## src/rtl/mem_arbiter.sv

```systemverilog
// Single-port RAM arbiter between instruction fetch and data access.
// Data wins ties, bounded by a streak counter so fetch cannot starve.
module mem_arbiter #(
  parameter int ADDR_W      = 32,
  parameter int DATA_W      = 32,
  parameter int MAX_DSTREAK = 4
) (
  input  logic              CLK,
  input  logic              nRST,
  input  logic              iREN,
  input  logic [ADDR_W-1:0] iaddr,
  output logic              iwait,
  output logic [DATA_W-1:0] iload,
  input  logic              dREN,
  input  logic              dWEN,
  input  logic [ADDR_W-1:0] daddr,
  input  logic [DATA_W-1:0] dstore,
  output logic              dwait,
  output logic [DATA_W-1:0] dload,
  output logic              ramREN,
  output logic              ramWEN,
  output logic [ADDR_W-1:0] ramaddr,
  output logic [DATA_W-1:0] ramstore,
  input  logic [DATA_W-1:0] ramload,
  input  logic [1:0]        ramstate,
  output logic              mem_err
);

  localparam int SW = $clog2(MAX_DSTREAK + 1);
  localparam logic [SW-1:0] SMAX = SW'(MAX_DSTREAK);
  localparam logic [1:0] ACCESS = 2'd2;
  localparam logic [1:0] ERROR  = 2'd3;

  typedef enum logic [1:0] {
    IDLE,
    IGRANT,
    DGRANT
  } state_t;

  state_t        state, nstate;
  logic [SW-1:0] streak, nstreak;
  logic          dreq;
  logic          iack;
  logic          dack;

  assign dreq  = dREN | dWEN;
  assign iack  = (state == IGRANT) && iREN && (ramstate == ACCESS);
  assign dack  = (state == DGRANT) && dreq && (ramstate == ACCESS);
  assign iload = ramload;
  assign dload = ramload;

  always_ff @(posedge CLK or negedge nRST) begin
    if (!nRST) begin
      state  <= IDLE;
      streak <= '0;
    end else begin
      state  <= nstate;
      streak <= nstreak;
    end
  end

  always_comb begin
    nstate  = state;
    nstreak = streak;
    unique case (state)
      IDLE: begin
        if (dreq && (!iREN || streak < SMAX))
          nstate = DGRANT;
        else if (iREN)
          nstate = IGRANT;
      end
      IGRANT: begin
        if (!iREN) begin
          nstate = IDLE;
        end else if (iack) begin
          nstate  = IDLE;
          nstreak = '0;
        end
      end
      DGRANT: begin
        if (!dreq) begin
          nstate = IDLE;
        end else if (dack) begin
          nstate = IDLE;
          if (!iREN)
            nstreak = '0;
          else if (streak != SMAX)
            nstreak = streak + SW'(1);
        end
      end
      default: nstate = IDLE;
    endcase
  end

  // enables follow the live request so a dropped request aborts at once
  always_comb begin
    ramREN   = 1'b0;
    ramWEN   = 1'b0;
    ramaddr  = '0;
    ramstore = '0;
    iwait    = 1'b1;
    dwait    = 1'b1;
    mem_err  = 1'b0;
    unique case (state)
      IGRANT: begin
        ramREN  = iREN;
        ramaddr = iaddr;
        iwait   = !iack;
        mem_err = iREN && (ramstate == ERROR);
      end
      DGRANT: begin
        ramWEN   = dWEN;
        ramREN   = dREN & ~dWEN;
        ramaddr  = daddr;
        ramstore = dstore;
        dwait    = !dack;
        mem_err  = dreq && (ramstate == ERROR);
      end
      default: ;
    endcase
  end

endmodule
```

## config.mk

```make
export PLATFORM = sky130hd
export DESIGN_NAME = mem_arbiter
export DESIGN_NICKNAME = d
export VERILOG_FILES = /design/src/rtl/mem_arbiter.sv
export SDC_FILE = /design/constraint.sdc
export NUM_CORES = 1
export LEC_CHECK = 0
export ABC_AREA = 1
export BUFFER_PORTS_ARGS = -buffer_cell sky130_fd_sc_hd__clkbuf_2
export CORE_AREA = 2 2 104 106
export CTS_BUF_LIST = sky130_fd_sc_hd__clkbuf_4
export CTS_CLUSTER_DIAMETER = 30
export DETAILED_ROUTE_END_ITERATION = 8
export DIE_AREA = 0 0 106 108
export PLACE_DENSITY = 0.49
export RECOVER_POWER = 100
export SYNTH_ARGS = -nofsm -noshare
export SYNTH_HDL_FRONTEND = slang
export SYNTH_SLANG_ARGS = --single-unit
```

## constraint.sdc

```tcl
create_clock -name CLK -period 1.8 [get_ports CLK]
set_input_delay 0.36 -clock CLK [delete_from_list [all_inputs] [get_ports CLK]]
set_output_delay 0.36 -clock CLK [all_outputs]
set_load 0.05 [all_outputs]
```

# Word level (Yosys, flattened, before mapping)
# Cells that the tools add are included.
[totals] ramBits=0 wordCells=56 in_bits=135 register_bits=5 out_inout_bits=133 latchBits=0 mem_bits_ro=0 n_memories=0
[classes] n_addsub=1 n_lt_le_gt_ge=1 n_mul=0 reduce_logical=15 eq_ne=13 n_bitwise=3 muxes=21 shift=0 n_div=0
[op_table] op="one-hot mux 32 bit (2 select lines)" n=1
[op_table] op="two-way mux 32 bit" n=1
[op_table] op="two-way mux 3 bit" n=6
[op_table] op="two-way mux 2 bit" n=6
[op_table] op="!= test 3 bit (second input constant)" n=4
[op_table] op="!= test 2 bit (second input constant)" n=4
[op_table] op="logical AND 1 bit" n=7
[op_table] op="== test 2 bit (second input constant)" n=3
[op_table] op="one-hot mux 2 bit (3 select lines)" n=1
[op_table] op="one-hot mux 3 bit (2 select lines)" n=1
[op_table] op="AND reduction 6 bit" n=1
[op_table] op="one-hot mux 1 bit (2 select lines)" n=2
[op_table] op="adder 3 x 1 -> 3 bit (second input constant)" n=1
[op_table] op="logical NOT 1 bit" n=3
[op_table] op="less-than comparator 3 bit (second input constant)" n=1
[op_table] op="two-way mux 1 bit" n=3
[op_table] op="!= test 3 x 2 -> 1 bit (second input constant)" n=1
[op_table] op="AND reduction 3 bit" n=1
[op_table] op="== test 2 x 1 -> 1 bit (second input constant)" n=1
[op_table] op="logical NOT 2 bit" n=1
[op_table] op="nonzero test 2 bit" n=1
[op_table] op="bitwise AND 1 bit" n=1
[op_table] op="logical OR 1 bit" n=1
[op_table] op="NOT 1 bit" n=1
[op_table] op="bitwise OR 1 bit" n=1

# Longest topological paths before layout
[depth] word_depth=6 ltp_mapped=11 ltp_nobuf=10

# Worst setup path before layout
# OpenSTA, ideal clock, no wires.
[synth_timing] path_type="reg2out" start="register state[0]" end="output mem_err" slack_ps=-938 t_arrival_ps=2378 required_ps=1440 n_path_buf=2 path_stages_with_launch=7 path_cell_list="dfrtp_1 inv_1 ha_1 buf_6 buf_4 o21ai_0 nor4_1"
[synth_between] elab_chain_cells=2 word_cells_on_any_way=3 classes_between="eq/ne: 2; mux: 1"
[synth_rtl] element="from (decl)" line="40" source="state_t state, nstate;"
[synth_rtl] element="from (signal assigned)" line="57" source="state <= nstate;"
[synth_rtl] element="== test 2 bit or == test 2 x 1 -> 1 bit (tied branches)" line="104" source="unique case (state)"
[synth_rtl] element="one-hot mux 1 bit (2 select lines) *" line="104"
[synth_rtl] element="to (decl)" line="26" source="output logic mem_err"
# Every way passes the cells marked *; elsewhere a longest branch is shown, timed or not.

# Worst setup path in the final report
[layout_timing] start="register state[1]" end="output mem_err"
# The elaborated chain is that of the path after synthesis.

==> impl_metrics.py <==
metrics = {
    "synthesis": {
        "synthCells": 314,
        "synth_nets": 454,
        "yosysSeqAreaShare_pct": 7.457,
        "ys_ff_latch": 5,
        "synth.distinct_cells": 21,
        "syn-mean-instance-area_um2": 5.344,
        "yosys_warnings": 0,
        "post_synth_instance_area_um2": 1678,
    },
    "route": {
        "avgRoutedWirePerCell_um": 12.88,
        "routed_wl_mm": 7.524,
        "drcViolationCount": 0,
        "drtPass1Iterations": 4,
        "ant_nets": 0,
        "first_iter_violations": 48,
        "vias_per_cell": 3.932,
        "num_vias": 2296,
    },
    "clocking": {
        "cts_tree": "done",
        "insertion_delay_ns": 0.23,
        "ctsRootBufferMaster": "clkbuf_4",
        "cts_max_path_buffers": 2,
        "htreeDepth": 1,
        "clk_pin_slew_worst_paths_ns": 0.04,
        "clock-sinks": 5,
        "numCtsBuffers": 3,
    },
    "status": {
        "outcome": "finished with violations",
        "violations": "setup timing",
    },
    "floorplanning": {
        "die_h_um": 108,
        "initial_utilization_pct": 16.40,
        "design.core.area_um2": 10230,
        "fp.dieArea_um2": 11450,
        "row_count": 37,
        "ios": 268,
        "fp.dieW_um": 106,
    },
    "place": {
        "place_congestion": 0.8178,
        "placed_cell_area_um2": 2927,
        "dp_hpwl_mm": 5.188,
        "numPortBuffers": 171,
        "place_ws_ns": -0.1216,
        "dpl.cell_count": 556,
    },
    "global_routing": {
        "grt_pass1_wl_mm": 11.12,
        "grtUsageTotal_pct": 12.10,
        "overflow": 0,
        "grt_max_degree": 15,
        "first_global_vias": 2308,
        "antenna_found_initial": 0,
    },
    "pwr": {
        "p_leak_nw": 2.004,
        "power.density_nw_per_um2": 1820,
        "ir_drop_mv": 0.7689,
    },
    "worst_setup_path": {
        "start_kind": "register",
        "critical_path_required_ns": 1.44,
        "critPathMaxFanout": 7,
        "crit_arrival_ns": 1.69,
        "critical_path.endpoint": "mem_err",
        "cp-end-kind": "primary output",
        "reg2reg_depth": 12,
        "r2r-end": "streak[1]",
        "ff2ff_setup_slack_ns": 0.04,
        "r2r_start": "state[0]",
        "worstSetupPathType": "reg2out",
        "crit_start": "state[1]",
    },
    "sta": {
        "fin_skew_ns": 0.0009433,
        "worst_pin_slew_ns": 0.2936,
        "finalCritPeriodShare_pct": 113.8,
        "setup_slack_ns": -0.2479,
        "max_freq_mhz": 488.3,
        "hold_viol": 0,
        "maxSlewViolCount": 0,
        "maxSlewHeadroom_pct": 80.22,
        "rsz0062_at_grt": "yes",
        "fin_crit_ns": 2.048,
        "finalSetupViolations": 68,
        "final.setup.tns_ns": -9.945,
    },
    "worst_hold_path": {
        "hp-class": "reg2reg",
    },
    "layout": {
        "postLayoutCellArea_um2": 4036,
        "diodes": 0,
        "layout.cells.non_filler": 584,
        "layout-drive-gt1-share_pct": 69.42,
        "final_nets": 589,
        "areaGrowthSynthToFinish_pct": 140.6,
    },
    "run": {
        "drv_cap": 0,
    },
}
through the flow:
stage / power [mW] / utilization [%] / hold slack (ns)
2_1_floorplan: 4.005 / - / 0.06441
3_3_place_gp: 5.300 / 28.60 / 0.1822
3_5_place_dp: 5.349 / 28.60 / 0.1874
4_1_cts: 7.028 / 38.30 / 0.4711
5_1_grt: 7.690 / 39.45 / 0.5331
6_report: 7.346 / 39.45 / 0.5119
sequential cells by signal, indices dropped and copies added (netlist names):
| name | cells |
|---|---|
| state | 2 |
| streak | 3 |
logic make-up (layout without fill, tap and decap cells):
group                      count (synthesis)  count (layout)  synth area share [%]
AOI/OAI and AO/OA                         37              37                 11.04
xor gates and xnor gates                   1               1                0.5221
adders and majority gates                  5               5                 3.729
buffers and inverters                    128             262                 44.67
DFF                                        5               5                 7.457
and+or+nand+nor                          138             138                 32.59
cell type report:
cell class	instances	area [um2]
Timing Repair Buffer	209	2180
Tap cell	136	170.2
Sequential cell	5	125.1
Inverter	49	186.4
Clock buffer	4	30.03
Fill cell	1016	6195
Multi-Input combinational cell	181	1345
what timing repair did:
item,4_1_cts,5_1_grt
pin swaps,6,12
hold endpoints to repair,5,0
cloned,5,0
endpoints found under the setup margin,69,73
hold buffers,1,0
gates resized for setup,158,87
setup buffers,18,1
cells in the final DEF (no fill, tap or decap):
cell / instances
a21oi_2: 3
a21oi_4: 30
buf_12: 25
buf_16: 3
buf_4: 13
buf_6: 9
buf_8: 47
bufbuf_16: 2
clkbuf_1: 1
clkbuf_16: 1
clkbuf_2: 101
clkbuf_4: 4
clkbuf_8: 6
dfrtp_1: 5
dlygate4sd3_1: 1
ha_1: 3
ha_4: 2
inv_1: 28
inv_2: 20
inv_4: 1
nand2_1: 81
nand2_2: 34
nand2_4: 4
nand2_8: 1
nand3_1: 6
nand3_2: 1
nand3_4: 1
nand3b_1: 1
nor2_1: 6
nor2_2: 1
nor4_4: 1
o21ai_0: 3
o21ai_4: 1
or2_1: 1
xnor2_1: 1
report_power, final:
group          total, mW  internal [mW]  switching (mW)  leakage, nW
sequential         0.174          0.146          0.0279       0.0670
combinational       7.03           3.12            3.91         1.92
clock              0.138         0.0984          0.0399       0.0184
routing by layer:
metal / vias to the layer above / routed length, um / global-route usage [%] / part of all wire (%)
met5: - / 0 / 0 / 0
met4: 0 / 120 / 3.383 / 1.6
met3: 17 / 405 / 1.808 / 5.4
met2: 105 / 4169 / 23.87 / 55
met1: 1034 / 2828 / 13.38 / 38
li1: 1140 / - / - / -
worst min path at each step:
stage	start	endpoint	slack [ns]	cells after the start
floorplan	nRST	state[0]	0.06	0
global placement	nRST	streak[1]	0.18	1
detailed placement	nRST	streak[0]	0.19	1
CTS	nRST	streak[0]	0.47	2
global route	nRST	streak[2]	0.53	2
finish	streak[1]	streak[1]	0.51	2
cells in the mapped netlist, drive strengths merged:
| master | n | area (um2) |
|---|---|---|
| nand3b | 1 | 7.510 |
| clkinv | 1 | 3.750 |
| nand2 | 120 | 452.9 |
| nor4 | 1 | 6.260 |
| nor2 | 7 | 28.78 |
| nand3 | 8 | 45.04 |
| or2 | 1 | 6.260 |
| xnor2 | 1 | 8.760 |
| clkbuf | 3 | 11.26 |
| buf | 76 | 554.3 |
| dfrtp | 5 | 125.1 |
| o21ai | 4 | 20.02 |
| inv | 48 | 180.2 |
| a21oi | 33 | 165.2 |
| ha | 5 | 62.56 |
critical path, cell delays in order, from the launching register on:
cell and delay, ns:
dfrtp_1 0.36, inv_2 0.05, ha_1 0.32, inv_4 0.06, buf_12 0.15, nor4_4 0.33, buf_12 0.18
No activity file was read; power rests on OpenSTA's default activity.
